## config.mk

```make
export PLATFORM = sky130hd
export DESIGN_NAME = lane_align_buffer
export DESIGN_NICKNAME = d
export VERILOG_FILES = /design/src/rtl/lane_align_buffer.sv
export SDC_FILE = /design/constraint.sdc
export NUM_CORES = 1
export LEC_CHECK = 0
export ABC_AREA = 1
export BUFFER_PORTS_ARGS = -buffer_cell sky130_fd_sc_hd__buf_2
export CAP_MARGIN = 30
export CELL_PAD_IN_SITES_DETAIL_PLACEMENT = 1
export CELL_PAD_IN_SITES_GLOBAL_PLACEMENT = 1
export CORE_ASPECT_RATIO = 0.5
export CORE_MARGIN = 1
export CORE_UTILIZATION = 41
export CTS_CLUSTER_SIZE = 8
export DETAILED_ROUTE_END_ITERATION = 6
export PLACE_DENSITY_LB_ADDON = 0.2
export SKIP_CTS_REPAIR_TIMING = 1
export SLEW_MARGIN = 20
export SYNTH_ARGS = -nofsm -noshare
export SYNTH_HDL_FRONTEND = slang
export SYNTH_SLANG_ARGS = --single-unit
```

## constraint.sdc

```tcl
create_clock -name clk -period 1.79 [get_ports clk]
set_input_delay 0.179 -clock clk [delete_from_list [all_inputs] [get_ports clk]]
set_output_delay 0.179 -clock clk [all_outputs]
set_load 0.01 [all_outputs]
```

## src/rtl/lane_align_buffer.sv

```systemverilog
// lane_align_buffer
//   Multi-lane valid/ready buffer. Each lane has its own DEPTH-entry FIFO.
//   In independent mode (align_q=0) every lane drains on its own; in aligned
//   mode (align_q=1) lanes present data and pop only in lockstep, once every
//   lane holds at least one entry. The mode input is registered into align_q,
//   so a mode change takes effect one cycle after it is requested.
//
// Optional build macro: LANE_ALIGN_STATS_EN
//   When defined, adds the stall_cnt output. stall_cnt is a saturating count
//   of aligned-mode cycles where some lane holds data but not every lane does.
//
// Ports
//   clk        sole clock, posedge
//   reset      synchronous, active-high
//   align      mode request: 0 independent, 1 aligned
//   in_valid   per-lane push request
//   in_ready   per-lane space available (forced 0 while reset=1)
//   in_data    lane i at [i*WIDTH +: WIDTH]
//   out_valid  per-lane data available under the current mode (0 while reset=1)
//   out_ready  per-lane consumer accept
//   out_data   head entry of each lane
//   count      per-lane occupancy 0..DEPTH, lane i at [i*CW +: CW]
//   stall_cnt  (LANE_ALIGN_STATS_EN only) 16-bit saturating skew-stall count

module lane_align_buffer #(
  parameter  int LANES = 2,
  parameter  int WIDTH = 8,
  parameter  int DEPTH = 4,
  localparam int CW    = $clog2(DEPTH) + 1
) (
  input  logic                   clk,
  input  logic                   reset,
  input  logic                   align,
  input  logic [LANES-1:0]       in_valid,
  output logic [LANES-1:0]       in_ready,
  input  logic [LANES*WIDTH-1:0] in_data,
  output logic [LANES-1:0]       out_valid,
  input  logic [LANES-1:0]       out_ready,
  output logic [LANES*WIDTH-1:0] out_data,
  output logic [LANES*CW-1:0]    count
`ifdef LANE_ALIGN_STATS_EN
  ,
  output logic [15:0]            stall_cnt
`endif
);

  localparam int PW = $clog2(DEPTH);

  logic             align_q;
  logic [LANES-1:0] nz;
  logic [LANES-1:0] push;
  logic [LANES-1:0] pop;
  logic             all_ne;

  assign all_ne = &nz;

  // Mode register: all output logic looks at align_q, never at align directly.
  always_ff @(posedge clk) begin
    if (reset) align_q <= 1'b0;
    else       align_q <= align;
  end

  for (genvar i = 0; i < LANES; i++) begin : g_lane
    logic [WIDTH-1:0] mem [DEPTH];
    logic [PW-1:0]    wr_ptr;
    logic [PW-1:0]    rd_ptr;
    logic [CW-1:0]    cnt;

    assign nz[i]       = (cnt != '0);
    // Readiness depends only on occupancy: a full lane refuses a push even if
    // it pops in the same cycle, keeping out_ready off the in_ready path.
    assign in_ready[i] = ~reset & (cnt != CW'(DEPTH));
    assign out_valid[i] = ~reset & (align_q ? all_ne : nz[i]);
    assign push[i]     = in_valid[i] & in_ready[i];
    // In aligned mode a lane pops only when every consumer accepts, so a
    // partial out_ready never splits a lane-coherent word.
    assign pop[i]      = out_valid[i] & (align_q ? (&out_ready) : out_ready[i]);

    always_ff @(posedge clk) begin
      if (reset) begin
        wr_ptr <= '0;
        rd_ptr <= '0;
        cnt    <= '0;
      end else begin
        if (push[i]) wr_ptr <= wr_ptr + PW'(1);
        if (pop[i])  rd_ptr <= rd_ptr + PW'(1);
        cnt <= cnt + CW'(push[i]) - CW'(pop[i]);
      end
    end

    // Storage carries data only and is never reset.
    always_ff @(posedge clk) begin
      if (push[i]) mem[wr_ptr] <= in_data[i*WIDTH +: WIDTH];
    end

    assign out_data[i*WIDTH +: WIDTH] = mem[rd_ptr];
    assign count[i*CW +: CW]          = cnt;
  end

`ifdef LANE_ALIGN_STATS_EN
  logic any_ne;
  logic skew_stall;

  function automatic logic [15:0] sat_inc16(input logic [15:0] v);
    return (v == 16'hFFFF) ? v : v + 16'd1;
  endfunction

  assign any_ne     = |nz;
  assign skew_stall = align_q & any_ne & ~all_ne;

  always_ff @(posedge clk) begin
    if (reset)           stall_cnt <= '0;
    else if (skew_stall) stall_cnt <= sat_inc16(stall_cnt);
  end
`endif

endmodule

```

==> flow_summary.yaml <==
finish:
  layout_commonest_cell: "edfxtp_1"
  areaGrowthSynthToFinish_pct: 28.90
  fillers: 874
  final_nets: 417
  num_antenna_cells: 0
  drive_gt1_frac: 0.3403
  fin_cells: 497
  final_cell_mix: "edfxtp_1, nor2_1, buf_2"
logic_synthesis:
  synth.distinct_cells: 20
  syn_nets: 333
  ys.warnings.count: 0
  syn_area_sq_um: 3463
  synth_ff_type: "edfxtp_1"
  netlist_instances: 296
  ys_ff_latch: 83
  synth_edf_count: 64
  avgSynthCellArea_sq_um: 11.70
  async_flop_share: 0
  yosysSeqAreaShare: 0.6647
global_route:
  grt_use_met2: 0.3671
  grtUsageTotal: 0.1977
  grtUsageMet1: 0.2231
  grtUsageMet3: 0.05784
  overflow: 0
  busiest_layer: "met2"
  grt_pass1_wl_mm: 12.70
  grt_start_max_net_pins: 17
  grt_pass1_vias: 2566
  antenna_found_initial: 0
placed_design:
  dp_worst_setup_slack_ns: -0.2350
  place.gp.congestion: 0.7503
  dpl.hpwl_mm: 5.504
  post-place-cells: 479
  portBuffers: 48
clock_tree:
  numCtsBuffers: 9
  cts_tree: "built"
  clk_latency_ns: 0.34
  cts.sinks: 83
  cts_max_level: 3
  clk_pin_slew_ns: 0.06
  root_buffer: "clkbuf_16"
  clockBufferDepth: 2
outcome:
  violations: "negative setup slack"
  run_status: "finished with violations"
sta:
  fmax_mhz: 503.8
  rsz0062_at_grt: "yes"
  hold_violations: 0
  fin_crit_ns: 1.985
  fin_tns_setup_ns: -0.4879
  finalClockSkew_ns: 0.004837
  finalMaxSlewViolations: 0
  fin_crit_sh: 1.109
  slew_headroom: 0.7683
  fin_hold_ws_ns: 0.05387
  tightest_slew_ns: 0.3471
  setup_viol: 4
  fin_ws_ns: -0.1951
power:
  leakage_nw: 1.788
  p_int_w: 0.004186
  seq_power_share: 0.402
  power_density_nw_per_um2: 1297
  p_comb_frac: 0.233
  p_sw_w: 0.001606
  swShare: 0.2773
  ir_worst_vdd_mv: 0.5929
  clkPwrFrac: 0.365
route:
  avgViaCountPerCell: 4.907
  drtAntennaViolNets: 0
  initialDrtViolationCount: 116
  drc_errors: 0
  wl_mm: 8.215
  vias: 2439
  firstDrtPassIters: 4
  wl_per_cell_microns: 16.53
floorplan:
  core_area_sq_um: 8087
  fp.dieW_microns: 132.0
  start_util: 0.4283
  rows: 23
  pin_count: 49
  die_area_sq_um: 8841
  die_h_microns: 66.99
worst_setup_path:
  r2r_cells: 10
  end_kind: "flip-flop"
  rr_startpoint: "g_lane[1].cnt[1]"
  cp-start-kind: "flip-flop"
  crit_family: "adder cells"
  cp_slowest_cell: "fa_2"
  slowest_delay_ns: 0.35
  reg2reg_slack_ns: -0.20
  criticalPathCategory: "reg2reg"
  timing.rr.end: "g_lane[0].cnt[2]"
  critical_path_required_ns: 2.06
  crit_arrival_ns: 2.25
  worstPathMaxFanout: 3
  path_buf_inv: 2
  crit_path_cell_trace: "nor2_4 -> nand3_2 -> nand3_4 -> inv_2 -> ha_4 -> inv_2 -> ha_4 -> fa_2 -> or2_1 -> a21oi_2"
min_path:
  min_to: "g_lane[1].mem[1][0]"
  hold_depth: 1
  hp-start: "in_data[8]"
  min_path_type: "in2reg"
flow_run:
  cap_violations: 0
## final cells by class
| class | count | area (sq um) | share of cell area |
|---|---|---|---|
| Inverter | 45 | 168.9 | 0.03784 |
| Tap cell | 112 | 140.1 | 0.03139 |
| Clock inverter | 6 | 112.6 | 0.02522 |
| Clock buffer | 10 | 229.0 | 0.05129 |
| Timing Repair Buffer | 79 | 473.0 | 0.1059 |
| Multi-Input combinational cell | 162 | 1028 | 0.2304 |
| Sequential cell | 83 | 2312 | 0.5179 |
## how the worst max path moves through the flow
stage	from	to	slack [ns]	depth (start not counted)
floorplan	g_lane[1].cnt[0]	g_lane[0].cnt[2]	-0.12	10
global route	align_q	g_lane[0].cnt[2]	-0.27	9
finish	g_lane[1].cnt[1]	g_lane[0].cnt[2]	-0.20	10
CTS	g_lane[1].cnt[0]	g_lane[0].cnt[2]	-0.25	10
detailed placement	g_lane[1].cnt[0]	g_lane[0].cnt[2]	-0.24	10
global placement	g_lane[1].cnt[0]	g_lane[0].cnt[2]	-0.12	10
## flip-flops by register name (all words and copies together) (netlist names), named ones only
name and count:
g_lane.mem 64, g_lane.cnt 6, g_lane.rd_ptr 4, g_lane.wr_ptr 4, align_q 1
## per-layer routing
layer  part of all wire  vias up
met5                  0        -
met4             0.0093        0
met3              0.033        8
met2               0.52       40
met1               0.44     1205
li1                   -     1186
## through the flow
stage	area (sq um)	utilization	power [W]
floorplan	3476	-	0.003035
global placement	4044	0.5001	0.003515
detailed placement	4044	0.5001	0.003593
CTS	4385	0.5423	0.005726
global route	4464	0.5521	0.006061
finish	4464	0.5521	0.005792
## power groups by stage
stage / Combinational [W] / Sequential (W) / Clock (W)
floorplan: 0.000650 / 0.00238 / 0
global placement: 0.00116 / 0.00236 / 0
detailed placement: 0.00123 / 0.00237 / 0
CTS: 0.00125 / 0.00233 / 0.00215
global route: 0.00150 / 0.00234 / 0.00222
finish: 0.00135 / 0.00233 / 0.00211
## synth_stat cells (2+ instances only)
| library cell | number | area, sq um |
|---|---|---|
| o22ai_1 | 16 | 100.1 |
| nor2_4 | 2 | 22.52 |
| dfxtp_1 | 19 | 380.4 |
| buf_2 | 6 | 30.03 |
| inv_1 | 40 | 150.1 |
| nand2_1 | 17 | 63.81 |
| a21oi_4 | 2 | 32.53 |
| nand4_1 | 4 | 25.02 |
| o21ai_1 | 6 | 30.03 |
| nand3_2 | 4 | 40.04 |
| ha_1 | 12 | 150.1 |
| fa_1 | 2 | 40.04 |
| xor2_1 | 2 | 17.52 |
| edfxtp_1 | 64 | 1922 |
| o21ai_0 | 31 | 155.2 |
| a21oi_1 | 12 | 60.06 |
| nand3_4 | 2 | 35.03 |
| inv_2 | 5 | 18.77 |
| nor2_1 | 49 | 183.9 |
## worst register-to-register path, cell delays in order, from the launching register on
cell and delay [ns]:
dfxtp_2 0.33, nor2_4 0.15, nand3_2 0.12, nand3_4 0.11
inv_2 0.05, ha_4 0.25, inv_2 0.04, ha_4 0.15
fa_2 0.35, or2_1 0.23, a21oi_2 0.14
## cells by family (layout without fill, tap and decap cells)
logic type / Yosys count / after routing / synth area share
AO/OA/AOI/OAI: 67 / 67 / 0.1091
XOR/XNOR: 2 / 2 / 0.005059
adder cells (fa/ha/maj): 14 / 14 / 0.05491
buffers and inverters: 51 / 140 / 0.05744
flip-flops: 83 / 83 / 0.6647
AND/OR/NAND/NOR: 79 / 79 / 0.1087
Power figures use the tool's default switching activity.
